`src/rtl/sample_capture.sv`:
```
// Divided-rate ADC sampler writing a circular sample buffer with pre-trigger
// history and level-crossing trigger; pulses done with the oldest-sample address.
module sample_capture #(
   parameter int ADDR_W  = 8,
   parameter int PRETRIG = 32,
   parameter int DIV     = 50
) (
   input  logic              clk_50mhz,
   input  logic              reset,
   input  logic              arm,
   input  logic              force_trig,
   input  logic              trig_rising,
   input  logic [7:0]        trig_level,
   input  logic [7:0]        adc_data,
   output logic [ADDR_W-1:0] mem_wr_addr,
   output logic [7:0]        mem_wr_data,
   output logic              mem_we,
   output logic              busy,
   output logic              done,
   output logic [ADDR_W-1:0] start_addr
);

   // state    | meaning
   // S_IDLE   | waiting for arm after reset
   // S_PRETRIG| filling the pre-trigger history, no trigger evaluation
   // S_ARMED  | writing freely, watching for a trigger
   // S_POST   | filling the remainder of the buffer after the trigger
   // S_DONE   | buffer complete, start_addr valid, waiting for re-arm

   localparam int DEPTH  = 2**ADDR_W;
   localparam int POST_N = DEPTH - PRETRIG;
   localparam int DIV_W  = (DIV > 2) ? $clog2(DIV) : 1;
   localparam int CNT_W  = ADDR_W + 1;

   typedef enum logic [2:0] {
      S_IDLE, S_PRETRIG, S_ARMED, S_POST, S_DONE
   } state_t;

   state_t            r_state;
   logic [DIV_W-1:0]  r_div;
   logic [ADDR_W-1:0] r_wp;
   logic [ADDR_W-1:0] r_trig_addr;
   logic [CNT_W-1:0]  r_cnt;
   logic [7:0]        r_prev;
   logic [7:0]        r_level;
   logic              r_rising;

   logic              w_strobe;
   logic              w_cross;
   logic              w_trig;
   logic              w_last;
   logic [ADDR_W-1:0] w_start;

   assign w_strobe = (r_div == DIV_W'(DIV - 1));
   assign w_cross  = r_rising ? ((r_prev < r_level) && (adc_data >= r_level))
                              : ((r_prev > r_level) && (adc_data <= r_level));
   assign w_trig   = w_cross | force_trig;

   // The trigger sample counts toward the post-trigger fill, so a capture can
   // finish on the trigger strobe itself when only one post sample is needed.
   assign w_last   = w_strobe &&
                     (((r_state == S_ARMED) && w_trig && (POST_N == 1)) ||
                      ((r_state == S_POST) && (r_cnt == CNT_W'(POST_N - 1))));
   assign w_start  = ((r_state == S_ARMED) ? r_wp : r_trig_addr) - ADDR_W'(PRETRIG);

   always_ff @(posedge clk_50mhz) begin
      if (reset) begin
         r_state     <= S_IDLE;
         r_div       <= '0;
         r_wp        <= '0;
         r_trig_addr <= '0;
         r_cnt       <= '0;
         r_prev      <= '0;
         r_level     <= '0;
         r_rising    <= 1'b0;
         mem_wr_addr <= '0;
         mem_wr_data <= '0;
         mem_we      <= 1'b0;
         busy        <= 1'b0;
         done        <= 1'b0;
         start_addr  <= '0;
      end else begin
         mem_we <= 1'b0;
         done   <= 1'b0;
         r_div  <= w_strobe ? '0 : r_div + DIV_W'(1);
         case (r_state)
            S_IDLE, S_DONE: begin
               if (arm) begin
                  r_state  <= S_PRETRIG;
                  r_level  <= trig_level;
                  r_rising <= trig_rising;
                  r_wp     <= '0;
                  r_cnt    <= '0;
                  r_div    <= '0;
                  busy     <= 1'b1;
               end
            end
            default: begin
               if (w_strobe) begin
                  mem_we      <= 1'b1;
                  mem_wr_addr <= r_wp;
                  mem_wr_data <= adc_data;
                  r_wp        <= r_wp + ADDR_W'(1);
                  r_prev      <= adc_data;
                  if (r_state == S_PRETRIG) begin
                     r_cnt <= r_cnt + CNT_W'(1);
                     if (r_cnt == CNT_W'(PRETRIG - 1))
                        r_state <= S_ARMED;
                  end else if (r_state == S_ARMED) begin
                     if (w_trig) begin
                        r_trig_addr <= r_wp;
                        r_cnt       <= CNT_W'(1);
                        r_state     <= S_POST;
                     end
                  end else begin
                     r_cnt <= r_cnt + CNT_W'(1);
                  end
                  if (w_last) begin
                     r_state    <= S_DONE;
                     busy       <= 1'b0;
                     done       <= 1'b1;
                     start_addr <= w_start;
                  end
               end
            end
         endcase
      end
   end

endmodule

```
`config.mk`:
```
export PLATFORM = sky130hd
export DESIGN_NAME = sample_capture
export DESIGN_NICKNAME = d
export VERILOG_FILES = /design/src/rtl/sample_capture.sv
export SDC_FILE = /design/constraint.sdc
export NUM_CORES = 1
export LEC_CHECK = 0
export BUFFER_PORTS_ARGS = -buffer_cell sky130_fd_sc_hd__buf_2
export CAP_MARGIN = 20
export CORE_ASPECT_RATIO = 1.1
export CORE_MARGIN = 2
export CORE_UTILIZATION = 59
export CTS_BUF_LIST = sky130_fd_sc_hd__clkbuf_2
export DETAILED_ROUTE_END_ITERATION = 10
export GPL_TIMING_DRIVEN = 0
export PLACE_DENSITY = 0.92
export SLEW_MARGIN = 15
export SYNTH_ARGS = -nofsm -noshare
export SYNTH_HDL_FRONTEND = slang
export SYNTH_SLANG_ARGS = --single-unit
```
`constraint.sdc`:
```
create_clock -name clk_50mhz -period 3.1 [get_ports clk_50mhz]
set_clock_uncertainty 0.15 [all_clocks]
set_input_delay 0 -clock clk_50mhz [delete_from_list [all_inputs] [get_ports clk_50mhz]]
set_output_delay 0 -clock clk_50mhz [all_outputs]
set_load 0.1 [all_outputs]
```
# --- After elaboration in Yosys (flattened, before gate mapping) ---
# Index checks and enable logic that the tools add are counted.
totals:
  output_inout_bits: 27
  register_bits: 70
classes:
  n_lt_le_gt_ge: 4
  n_eq_ne: 10
  n_addsub: 4
  reduce_logical: 20
  bitwise: 4
  muxes: 28
ops:
  columns: ["cell", "count"]
  rows:
  - ["$mux 9", 6]
  - ["$mux 8", 4]
  - ["$mux 3", 8]
  - ["$mux 6", 3]
  - ["$reduce_and 5->1", 2]
  - ["$add 9x1->9 const B", 1]
  - ["$eq 9x5->1 const B", 1]
  - ["$eq 9x8->1 const B", 1]
  - ["$reduce_and 3->1", 3]
  - ["$add 8x1->8 const B", 1]
  - ["$ge 8x8->1", 1]
  - ["$gt 8x8->1", 1]
  - ["$le 8x8->1", 1]
  - ["$lt 8x8->1", 1]
  - ["$ne 4x2->1 const B", 2]
  - ["$reduce_bool 4->1", 2]
  - ["$sub 8x6->8 const B", 1]
  - ["$mux 1", 7]
  - ["$add 6x1->6 const B", 1]
  - ["$eq 3x2->1 const B", 2]
  - ["$eq 6x6->1 const B", 1]
  - ["$reduce_and 2->1", 3]
  - ["$logic_and 1x1->1", 4]
  - ["$reduce_bool 2->1", 2]
  - ["other kinds (9)", 11]

# --- Longest topological paths before layout ---
depth:
  word_depth: 10
  depth_mapped: 9
  ltp_nobuf: 9

# --- Least setup slack after synthesis ---
# Ideal clock, no wire load.
synth_path:
  path_kind: "reg2reg"
  from: "register r_prev[5]"
  to: "register r_trig_addr[0]"
  arrival_ps: 2882
  n_path_buf: 0
  setup_slack_ps: -4
  path_stages_with_launch: 9
  path_cell_list: "dfxtp_1 -> ha_1 -> a21oi_2 -> nor2_2 -> a211oi_4 -> o211a_4 -> nor3_2 -> nor4_4 -> mux2i_1"
synth_between:
  elab_chain_cells: 5
synth_rtl:
  columns: ["item", "line_no", "text"]
  rows:
  - ["start: declaration", "44", "logic [7:0] r_prev;"]
  - ["start signal: assignment", "104", "r_prev <= adc_data;"]
  - ["$gt 8x8->1 / $lt 8x8->1 (equally long branches)", "56, 55", null]
  - ["$logic_and 1x1->1 (on tied branches)", "56, 55", null]
  - ["$mux 1 *", "55", "assign w_cross = r_rising ? ((r_prev < r_level) && (adc_data >= r_level))"]
  - ["$or 1x1->1 *", "57", "assign w_trig = w_cross | force_trig;"]
  - ["$reduce_and 5->1 (no line) *", null, null]
  - ["end signal: assignment", "111", "r_trig_addr <= r_wp;"]
  - ["end: declaration", "42", "logic [ADDR_W-1:0] r_trig_addr;"]
# Mark *: on every way between the ends. The rest lies on a longest branch, timed or not.
# A chain may end at the register's enable or synchronous reset.

# --- Worst setup path after layout ---
layout_path:
  from: "register r_level[7]"
  to: "register r_state[0]"
layout_between:
  elab_chain_cells: 6
layout_rtl:
  columns: ["item", "line_no", "text"]
  rows:
  - ["start: declaration", "45", "logic [7:0] r_level;"]
  - ["start signal: assignment", "90", "r_level <= trig_level;"]
  - ["$gt 8x8->1 (tied with other cells)", "56", ": ((r_prev > r_level) && (adc_data <= r_level));"]
  - ["$logic_and 1x1->1 (on tied branches)", "56, 55", null]
  - ["$mux 1 *", "55", null]
  - ["$or 1x1->1 *", "57", null]
  - ["$reduce_bool 4->1 (no line) *", null, null]
  - ["$reduce_and 5->1 (no line) *", null, null]
  - ["end signal: assignment", "68", "r_state <= S_IDLE;"]
  - ["end signal: assignment", "89", "r_state <= S_PRETRIG;"]
  - ["end signal: assignment", "108", "r_state <= S_ARMED;"]
  - ["end: declaration", "39", "state_t r_state;"]
# Marks and branches as above.

==> flow_summary.toml <==
[status]
outcome = "finished clean"

[detailed_routing]
antenna_left = 0
vias = 3345
drt_first_iter_violations = 283
routedWlPerCell_um = 15.81
drcViolationCount = 0
firstDrtPassIters = 5
drt-total-wl_um = 9218
vias_per_cell = 5.738

[yosys]
yosysTopAreaCellShare_pct = 40.77
netlist_area_mm2 = 0.003437
synthTopCellsByCount = "73 x nand2_1, 70 x dfxtp_1, 59 x a21oi_1"
synth_async_sr_flop_share_pct = 0
avgSynthCellArea_um2 = 8.223
synth.most_common_cell = "nand2_1"
ys_top_cells_by_area = "dfxtp_1 41%, a21oi_1 8.6%, nand2_1 8.0%, ha_1 7.6%, nor2_1 3.9%"
synthFlopType = "dfxtp_1"
ys_warn_count = 0
yosys.area.top_type = "dfxtp_1"
ys_ff_latch = 70
synth_nets = 460
synth-edff-count = 0
yosysSeqAreaShare_pct = 40.77
ys_types = 46
syn_inst = 418

[worst_setup_path]
path_cells = "inv_1, ha_1, nand4_1, a21o_4, and2_1, o31ai_1, o31a_1, o21ai_0, dlygate4sd3_1"
r2r_start = "r_level[7]"
cp-end-kind = "flop"
crit_family = "compound AO/OA/AOI/OAI gates"
reg2reg_slack_ns = 0.14
setup.worst_path.start_class = "flop"
r2r_cells = 9
criticalPathCategory = "flop to flop"
r2r_end = "r_state[0]"
slowest_stage = "dlygate4sd3_1"
cp_data_required_time_ns = 3.39
critPathMaxStageDelay_ns = 0.57
crit_fanout = 5
arrival_ns = 3.25
cp_num_buf_inv = 2

[placed_design]
dp.cells = 542
gp_congestion = 0.8840
post_dp_cell_area_mm2 = 0.003770
io_buffers = 47
place_hpwl_um = 5811
dpl_worst_slack_ns = 0.3753

[cells_and_area]
layout.cells.non_filler = 583
multi_input_area_mm2 = 0.001923
layout.area.seq_mm2 = 0.001403
area_growth_pct = 21.08
stdcell_area_mm2 = 0.004161
fillers = 405
finalNetCount = 543
drive_gt1_share_pct = 16.21
n_antenna_cell = 0

[floorplan]
io_pins = 48
start_util_pct = 60.33
die_h_um = 84.05
dieArea_mm2 = 0.006453
rows = 29
die_w_um = 76.78
core-area_mm2 = 0.005697

[timing]
tns_ns = 0
tightestPinTransition_ns = 1.001
finalMaxSlewViolations = 0
period_needed_ns = 2.960
setup_violations = 0
setup_ws_ns = 0.1396
fmax_mhz = 337.8
hold_violations = 0
relSlewSlack_pct = 32.76
rsz0062_at_grt = "no"
finalCritPeriodShare_pct = 95.50

[clock_tree]
clk_pin_slew_ns = 0.21
cts-htree-levels = 3
tritoncts = "done"
cts_root_buffer = "clkbuf_2"
clockBufferDepth = 2
clock-sinks = 70
clk_latency_ns = 0.53
numCtsBuffers = 9

[hold_path]
min_to = "r_level[1]"
hold_path_startpoint = "trig_level[1]"
hold_path_depth = 4
min_path_type = "primary input to flop"

[global_route]
grt_max_degree = 14
grt_antenna_before_repair = 0
grt_usage_pct = 29.56
grt_pass1_vias = 3310
gr-total-overflow = 0
grt_pass1_wl_um = 15010

[power]
max-vdd-ir-drop_mv = 0.2411
total_power_mw = 1.772
p_leak_nw = 1.609
power.density_mw_per_mm2 = 425.7

[flow_run]
drv_cap = 0
==> cell families after synthesis <==
kind of cell | Yosys count | share of synthesized area [%]
multiplexers | 12 | 3.495
AO/OA/AOI/OAI | 93 | 16.82
AND/OR/NAND/NOR | 188 | 26.72
buffers and inverters | 29 | 3.276
flip-flops | 70 | 40.77
adder cells (fa/ha/maj) | 21 | 7.645
XOR/XNOR | 5 | 1.274
==> repair_timing <==
item / CTS / global route
hold buffers: 25 / 0
setup buffers: 0 / 0
resized for setup: 0 / 0
hold endpoints to repair: 50 / 0
==> final cells by class <==
| cell class | count | share of cell area (%) |
|---|---|---|
| Inverter | 11 | 0.9922 |
| Buffer | 18 | 1.714 |
| Sequential cell | 70 | 33.70 |
| Tap cell | 77 | 2.315 |
| Multi-Input combinational cell | 319 | 46.21 |
| Timing Repair Buffer | 72 | 11.67 |
| Clock buffer | 9 | 1.082 |
| Clock inverter | 7 | 2.315 |
==> worst reg2reg max path: stages, from the launching register on <==
cell and delay, ns:
dfxtp_1 0.39, inv_1 0.08, ha_1 0.36, nand4_1 0.19, a21o_4 0.26, and2_1 0.15, o31ai_1 0.49, o31a_1 0.17
o21ai_0 0.07, dlygate4sd3_1 0.57
==> worst max-delay path by stage <==
stage	end	start	cells past startpoint	slack (ns)
after floorplan	r_trig_addr[0]	r_prev[7]	8	0.04
after global placement	r_trig_addr[2]	r_level[5]	9	0.45
after detailed placement	r_trig_addr[0]	r_level[5]	9	0.38
after CTS	r_state[0]	r_level[1]	10	0.26
after global routing	r_state[0]	r_cnt[0]	8	0.03
final	r_state[0]	r_level[7]	9	0.14
==> layout by cell type (no fill, tap or decap), types with 3 or more instances in the layout <==
| cell type | synthesis | routed |
|---|---|---|
| or3_1 | 3 | 3 |
| ha_1 | 21 | 21 |
| clkbuf_1 | 17 | 17 |
| nand4_1 | 7 | 7 |
| xnor2_1 | 3 | 3 |
| nand3b_1 | 3 | 3 |
| nand3_1 | 10 | 10 |
| nor3_1 | 17 | 17 |
| nand2b_1 | 19 | 19 |
| buf_2 | 0 | 47 |
| inv_1 | 10 | 10 |
| dlygate4sd3_1 | 0 | 25 |
| nand2_1 | 73 | 73 |
| clkbuf_2 | 0 | 9 |
| a31oi_1 | 3 | 3 |
| o21ai_0 | 11 | 11 |
| dfxtp_1 | 70 | 69 |
| mux2i_1 | 12 | 12 |
| and3_1 | 6 | 6 |
| a21oi_1 | 59 | 59 |
| nor2_1 | 36 | 36 |
==> where the power goes <==
group	switching, mW	leakage (nW)	total, mW	internal [mW]
clock network	0.353	0.0867	0.625	0.272
registers	0.0109	0.567	0.926	0.915
logic	0.129	0.956	0.221	0.0923
total	0.493	1.61	1.77	1.28
==> layer usage <==
metal / track usage [%] / share of wire [%]
met5: 0 / 0
met4: 17.19 / 4.4
met3: 7.468 / 5.9
met2: 51.20 / 50
met1: 32.53 / 40
==> registers in the layout, indices dropped and copies added (netlist names) <==
register	flops
r_trig_addr	8
mem_we	1
r_cnt	9
r_prev	8
r_state	3
done	1
r_rising	1
r_wp	8
r_div	6
start_addr	8
r_level	8
busy	1
mem_wr_addr	8
==> stage by stage <==
stage                     hold WS (ns)  utilization, %
after floorplan               -0.02147               -
after global placement         0.08982           66.18
after detailed placement        0.1007           66.18
after CTS                      0.06365           73.05
after global routing           0.06141           73.05
final                          0.09637           73.05
Note: power is estimated with default switching activity, not from simulation.
